===== src/rtl/keyboard_event_queue.sv =====
// Keyboard event queue: tracks Shift, turns key releases into {shift, keycode}
// events and buffers them in a first-word-fall-through FIFO with sticky overflow.
module keyboard_event_queue #(
  parameter int         DEPTH          = 16,
  parameter logic [7:0] SHIFT_L_CODE   = 8'h80,
  parameter logic [7:0] SHIFT_R_CODE   = 8'h81,
  parameter bit         PUSH_MODIFIERS = 1'b0
) (
  input  logic                     clk,
  input  logic                     rst_n,
  input  logic [7:0]               keycode,
  input  logic [7:0]               key_status,
  input  logic                     rd_en,
  input  logic                     clear_overflow,
  output logic [8:0]               rd_data,
  output logic                     rd_valid,
  output logic [$clog2(DEPTH):0]   count,
  output logic                     shift_held,
  output logic                     overflow
);

  localparam int PW = (DEPTH > 1) ? $clog2(DEPTH) : 1;
  localparam int CW = $clog2(DEPTH) + 1;

  logic [8:0]    mem [DEPTH];
  logic [PW-1:0] wr_ptr_reg, rd_ptr_reg;
  logic [CW-1:0] count_reg, count_next;
  logic          break_d_reg;
  logic          shift_held_reg;
  logic          overflow_reg;

  logic is_break, break_pulse, is_shift, push_edge, push_req;
  logic full, empty, pop, push_accept, push_drop;

  logic unused_status;
  assign unused_status = &{1'b0, key_status[7:2]};

  assign is_break    = key_status[0];
  assign break_pulse = key_status[1];
  assign is_shift    = (keycode == SHIFT_L_CODE) || (keycode == SHIFT_R_CODE);

  // A stretched break pulse must produce exactly one event, so only its rising edge counts.
  assign push_edge   = break_pulse && !break_d_reg;
  assign push_req    = push_edge && (!is_shift || PUSH_MODIFIERS);

  assign empty       = (count_reg == '0);
  assign full        = (count_reg == CW'(DEPTH));
  assign pop         = rd_en && !empty;
  // When full, a simultaneous pop frees the slot the push needs.
  assign push_accept = push_req && (!full || pop);
  assign push_drop   = push_req && full && !pop;

  always_comb begin
    count_next = count_reg;
    case ({push_accept, pop})
      2'b10:   count_next = count_reg + CW'(1);
      2'b01:   count_next = count_reg - CW'(1);
      default: count_next = count_reg;
    endcase
  end

  // Storage is deliberately not reset; the head is masked while empty.
  always_ff @(posedge clk) begin
    if (push_accept) begin
      mem[wr_ptr_reg] <= {shift_held_reg, keycode};
    end
  end

  always_ff @(posedge clk or negedge rst_n) begin
    if (!rst_n) begin
      wr_ptr_reg     <= '0;
      rd_ptr_reg     <= '0;
      count_reg      <= '0;
      break_d_reg    <= 1'b0;
      shift_held_reg <= 1'b0;
      overflow_reg   <= 1'b0;
    end else begin
      break_d_reg <= break_pulse;
      count_reg   <= count_next;
      if (push_accept) begin
        wr_ptr_reg <= wr_ptr_reg + PW'(1);
      end
      if (pop) begin
        rd_ptr_reg <= rd_ptr_reg + PW'(1);
      end
      if (is_shift && !is_break) begin
        shift_held_reg <= 1'b1;
      end else if (is_shift && break_pulse) begin
        shift_held_reg <= 1'b0;
      end
      // Dropping an event wins over a same-cycle clear.
      if (push_drop) begin
        overflow_reg <= 1'b1;
      end else if (clear_overflow) begin
        overflow_reg <= 1'b0;
      end
    end
  end

  assign rd_valid   = !empty;
  assign rd_data    = empty ? 9'h000 : mem[rd_ptr_reg];
  assign count      = count_reg;
  assign shift_held = shift_held_reg;
  assign overflow   = overflow_reg;

endmodule


===== config.mk =====
export PLATFORM = sky130hd
export DESIGN_NAME = keyboard_event_queue
export DESIGN_NICKNAME = d
export VERILOG_FILES = /design/src/rtl/keyboard_event_queue.sv
export SDC_FILE = /design/constraint.sdc
export NUM_CORES = 1
export LEC_CHECK = 0
export CAP_MARGIN = 20
export CORE_ASPECT_RATIO = 1.1
export CORE_MARGIN = 2
export CORE_UTILIZATION = 30
export CTS_CLUSTER_SIZE = 24
export DETAILED_ROUTE_END_ITERATION = 8
export SYNTH_ARGS = -nofsm -noshare
export SYNTH_HDL_FRONTEND = slang
export SYNTH_SLANG_ARGS = --single-unit
export TNS_END_PERCENT = 100

===== constraint.sdc =====
create_clock -name clk -period 8 [get_ports clk]
set_clock_uncertainty 0.1 [all_clocks]
set_input_delay 1.6 -clock clk [delete_from_list [all_inputs] [get_ports clk]]
set_output_delay 1.6 -clock clk [all_outputs]
set_load 0.02 [all_outputs]

Yosys cells after proc, flatten, opt, wreduce, memory -nomap -nowiden --
Memories as Yosys holds them, arrays and structs flattened. Cells that the tools add are included.
Word-level totals: bits in registers 16, latch bits 0, RAM bits 144, ROM bits 0, input bits 20, output and inout bits 17, logic and storage cells 44, memories 1
Memories:
- mem | words 16, bits a word 9, rd ports 1, clocked after Yosys merged registers in 0, write ports 1, RTL line 25 | logic [8:0] mem [DEPTH];
Cells by class: add/subtract/negate cells 4, multiply operators 0, divide/modulo/power cells 0, $lt $le $gt $ge 0, equality and inequality tests 5, shift-type cells 0, multiplexer cells 8, bitwise logic cells 0, reductions and logical operators 20
Operators by type and width (count):
- == test 8 bit, second input constant | 2
- one-hot mux 5 bit (2 select lines) | 1
- two-way mux 9 bit | 1
- adder 4 x 1 -> 4 bit, second input constant | 2
- logical AND 1 bit | 8
- logical NOT 1 bit | 6
- two-way mux 1 bit | 6
- nonzero test 2 bit | 3
- adder 5 x 1 -> 5 bit, second input constant | 1
- == test 5 bit, second input constant | 1
- logical NOT 5 bit | 1
- subtractor 5 x 1 -> 5 bit, second input constant | 1
- == test 2 x 1 -> 1 bit, second input constant | 1
- == test 2 bit, second input constant | 1
- logical OR 1 bit | 2

Longest topological paths before layout --
word-level depth 7, gate-level depth with buffers 12

Worst setup path after synthesis --
Ideal clock, no wire load.
path kind input-to-reg, start point in keycode[5], end point reg count_reg[4] (netlist: count[4]), library setup time 94 ps, arrival time 4026 ps, required time 7806 ps, path slack 3780 ps, stages on the path 11, path buffers 1, cell sequence nor4b_1 -> a21oi_2 -> nand2_1 -> ha_1 -> clkbuf_1 -> xor2_1 -> ha_1 -> or2_0 -> a31oi_1 -> mux2_1 -> a211oi_1
On the way: cells in the longest elaborated chain, start to end 7, elaborated cells between the ends (all ways) 10
RTL lines:
- start, declared | RTL line 11 | input logic [7:0] keycode,
- == test 8 bit | RTL line 40 | assign is_shift = (keycode == SHIFT_L_CODE) || (keycode == SHIFT_R_CODE);
- logical OR 1 bit * | RTL line 40
- logical NOT 1 bit * | RTL line 44 | assign push_req = push_edge && (!is_shift || PUSH_MODIFIERS);
- logical AND 1 bit * | RTL line 44
- logical AND 1 bit * | RTL line 50 | assign push_accept = push_req && (!full || pop);
- == test 2 x 1 -> 1 bit / == test 2 bit (equally long branches) | RTL line 55 | case ({push_accept, pop})
- one-hot mux 5 bit (2 select lines) / nonzero test 2 bit (equally long branches)
- end signal, assigned | RTL line 79 | count_reg <= count_next;
- end, declared | RTL line 27 | logic [CW-1:0] count_reg, count_next;
Mark *: on every way between the ends. The rest lies on a longest branch, timed or not. A chain may end at the register's enable or synchronous reset.

Worst setup path in the final report --
Ends and elaborated chain as after synthesis.

==> metrics.md <==
| Metric | Value |
|---|---|
| Status | complete, no violations |
| Clk slew on worst S/H paths | ~0.06 ns |
| Worst slew pin tran | approximately 1.1 ns |
| Mapped Area | ~0.0066 mm2 |
| Psw | 0.838 mW |
| CP Launch Type | primary input |
| Slew margin rel. | 0.282 |
| Worst r2r src | count[2] |
| DR top layer | met4 |
| CORE AREA | around 0.022 mm2 |
| Syn. warnings | 0 |
| Slew Viols, Final | 0 |
| CTS tree | done |
| Clock buffer count from CTS | 17 |
| Share of the synthesized area in the top cell type | 0.651 |
| Rows | between 50 and 60 |
| Setup TNS | 0 ns |
| Clock root cell | clkbuf_16 |
| Critical path's top delay family | simple AND/OR/NAND/NOR gates |
| Gr usage total | 0.117 |
| Synth Register Bits | 160 |
| CTS Buffer Depth | 2 |
| Port Buf Inserts | 30 |
| Seq pwr share | 0.401 |
| Max-cap violation count | 0 |
| Clock power frac | 0.289 |
| Number of global-route vias before repair | ~3400 |
| Area grow syn2layout | 17.6% |
| I/O Pins | 37 |
| Routed vias | around 3300 |
| Comb pwr share | 0.310 |
| Via density | between 4 and 5 |
| Antenna Nets Post-Route | 0 |
| WP data arrival | between 5 and 6 ns |
| Initial Util | 0.303 |
| NumNets Final | ~400 |
| Fraction of final layout cells sized beyond drive strength 1 | 0.175 |
| Final Critical Period | ~5.1 ns |
| Crit Path Class | primary input to flop |
| DRC | 0 |
| Die width | 146 um |
| DRT Pass-1 Iters | 4 |
| First-pass GRT wire length | about 20000 um |
| # setup viols final | 0 |
| Buf/Inv on CP | 1 |
| CP Launch Point | keycode[5] |
| Syn Nets | 373 |
| Pwr dens | roughly 350 mW/mm2 |
| Hold Crit Start | rd_ptr_reg[0] |
| CP endpoint kind | flop |
| 1st-iter DRT viols | between 200 and 300 |
| Metal2 WL | between 6000 and 7000 um |
| Later-pin clock latency in the skew report | 0.42 ns |
| Synth cell types | between 40 and 50 |
| Cell with the largest stage delay on the worst path | nor4b_1 |
| Share of the clock period used by the worst path | 0.641 |
| Mapped Cells | roughly 340 |
| Final Wtd Congestion | 0.777 |
| Die footprint | around 0.023 mm2 |
| Met3 wire length | between 400 and 500 um |
| Sink Count | 160 |
| RSZ-0062 raised after global routing | false |
| Hold buffer count at cts | 0 |
| Non-filler instance count after layout | about 690 |
| Fin. Hold Viols | 0 |
| Max Freq | around 200 MHz |
| Register area share after synthesis | 0.711 |
| H-tree depth | 4 |
| Most area-consuming cells after synthesis | edfxtp_1 (65%), mux4_1 (7.1%), mux4_2 (6.1%) |
| Largest area contributor in the netlist | edfxtp_1 |
| Cell total after placement | 656 |
| Worst Path Max Fanout | 17 |
| Initial antenna violation count | 0 |
| WL/cell | about 19 um |
| Post-synth EDFFs | ~140 |
| Post-CTS Setup Inserts | 0 |
| Post-cts repair resize count | 0 |
| Crit-path most repeated cell | ha_1 |
| Type of the worst min-delay path | flop to flop |
| Cell Int Power | 1.86 mW |
| Main synth FF type | edfxtp_1 |
| DRT Wirelength | ~13000 um |
| WP data required | approximately 8 ns |
| Largest net degree at the start of global routing | 36 |
| Critical path cell sequence | clkdlybuf4s50_1 > nor4b_1 > a21oi_2 > nand2_1 > ha_1 > xor2_1 > ha_1 > or2_0 > a31oi_1 > mux2_1 > a211oi_1 |
| Avg Cell Area, Syn | a little under 20 um2 |
| M1 WL | roughly 5900 um |
| GRT overflow | 0 |
| Die Ht | between 150 and 200 um |
| Pleak | approximately 2.6 nW |
| CP max stage delay | ~0.90 ns |
| Number of antenna diodes | 0 |
| Synth async-reset ratio | 0.100 |
| Maximum VDD drop | between 0.15 and 0.2 mV |
| Max reg flops | around 140 |
| Switch share | 0.311 |
| Dpl hpwl | about 8000 um |
==> layer usage <==
metal | track usage | vias to the layer above
li1 | - | 1472
met1 | 0.150 | 1709
met2 | 0.193 | 72
met3 | 0.0266 | 11
met4 | 0.0490 | 0
met5 | 0 | -
==> worst paths after layout <==
check	end	slack [ns]	depth (start not counted)
min reg2reg	rd_ptr_reg[0]	0.41	1
max	count[4]	2.87	11
max in group asynchronous	shift_held	5.81	1
min in group asynchronous	count[0]	1.52	1
max reg2reg	count[4]	4.85	10
min	rd_ptr_reg[0]	0.41	1
==> area by class of cell <==
type,count,area [um2]
flip-flops and latches,160,4720
clock inverters,12,136
repair buffers,34,334
inverters,7,26.3
multi-input cells,161,1790
clock buffers,20,437
fillers,2048,14100
well taps,295,369
==> metrics by stage <==
stage	worst slack (ns)	power (mW)	hold WS, ns	util	cell area [um2]
after floorplan	3.78	1.68	0.410	-	6640
after global placement	2.49	1.93	0.385	0.330	7230
after detailed placement	2.36	1.95	0.395	0.330	7230
after CTS	2.80	2.73	0.407	0.356	7800
after global routing	2.55	2.82	0.432	0.357	7820
final	2.87	2.70	0.413	0.357	7820
==> layout by cell type, fill, tap and decap left out, types with 10 or more instances in the layout <==
cell and count:
edfxtp_1 144, mux2_2 10, clkdlybuf4s50_1 30, dfrtp_1 16, a21oi_1 11, clkbuf_16 17, mux4_2 18, mux4_1 18
o21ai_1 12, nor2_1 16
==> kinds of logic (layout without fill, tap and decap cells) <==
kind of cell | count (synthesis) | after routing | share of synthesized area
xor+xnor | 10 | 10 | 0.0132
buf+inv | 23 | 73 | 0.0228
fa+ha+maj | 9 | 9 | 0.0169
simple gates | 52 | 52 | 0.0405
mux | 58 | 58 | 0.168
compound gates | 32 | 32 | 0.0277
flops | 160 | 160 | 0.711
==> power groups by stage <==
stage	combinational, mW	sequential [mW]	clock [mW]
after detailed placement	0.851	1.10	0
after global placement	0.840	1.09	0
final	0.837	1.08	0.780
after CTS	0.854	1.08	0.794
after floorplan	0.623	1.06	0
after global routing	0.900	1.09	0.824
==> synthesized netlist by cell type (all sizes together) (2+ instances only) <==
library cell  count
a21oi            13
a31oi             2
and3              2
buf              10
clkbuf            6
dfrtp            16
edfxtp          144
ha                9
inv               6
mux2             13
mux2i             9
mux4             36
nand2            10
nand2b            3
nand3             8
nor2             16
nor3              7
o21ai            12
xnor2             8
xor2              2
==> worst register-to-register path, cell delays in order, from the launching register on <==
cell	delay, ns
dfrtp_1	0.49
nor4_4	0.40
nand3_2	0.21
nand2_1	0.20
ha_1	0.42
xor2_1	0.12
ha_1	0.22
or2_0	0.20
a31oi_1	0.19
mux2_1	0.34
a211oi_1	0.17
Power figures use the tool's default switching activity.
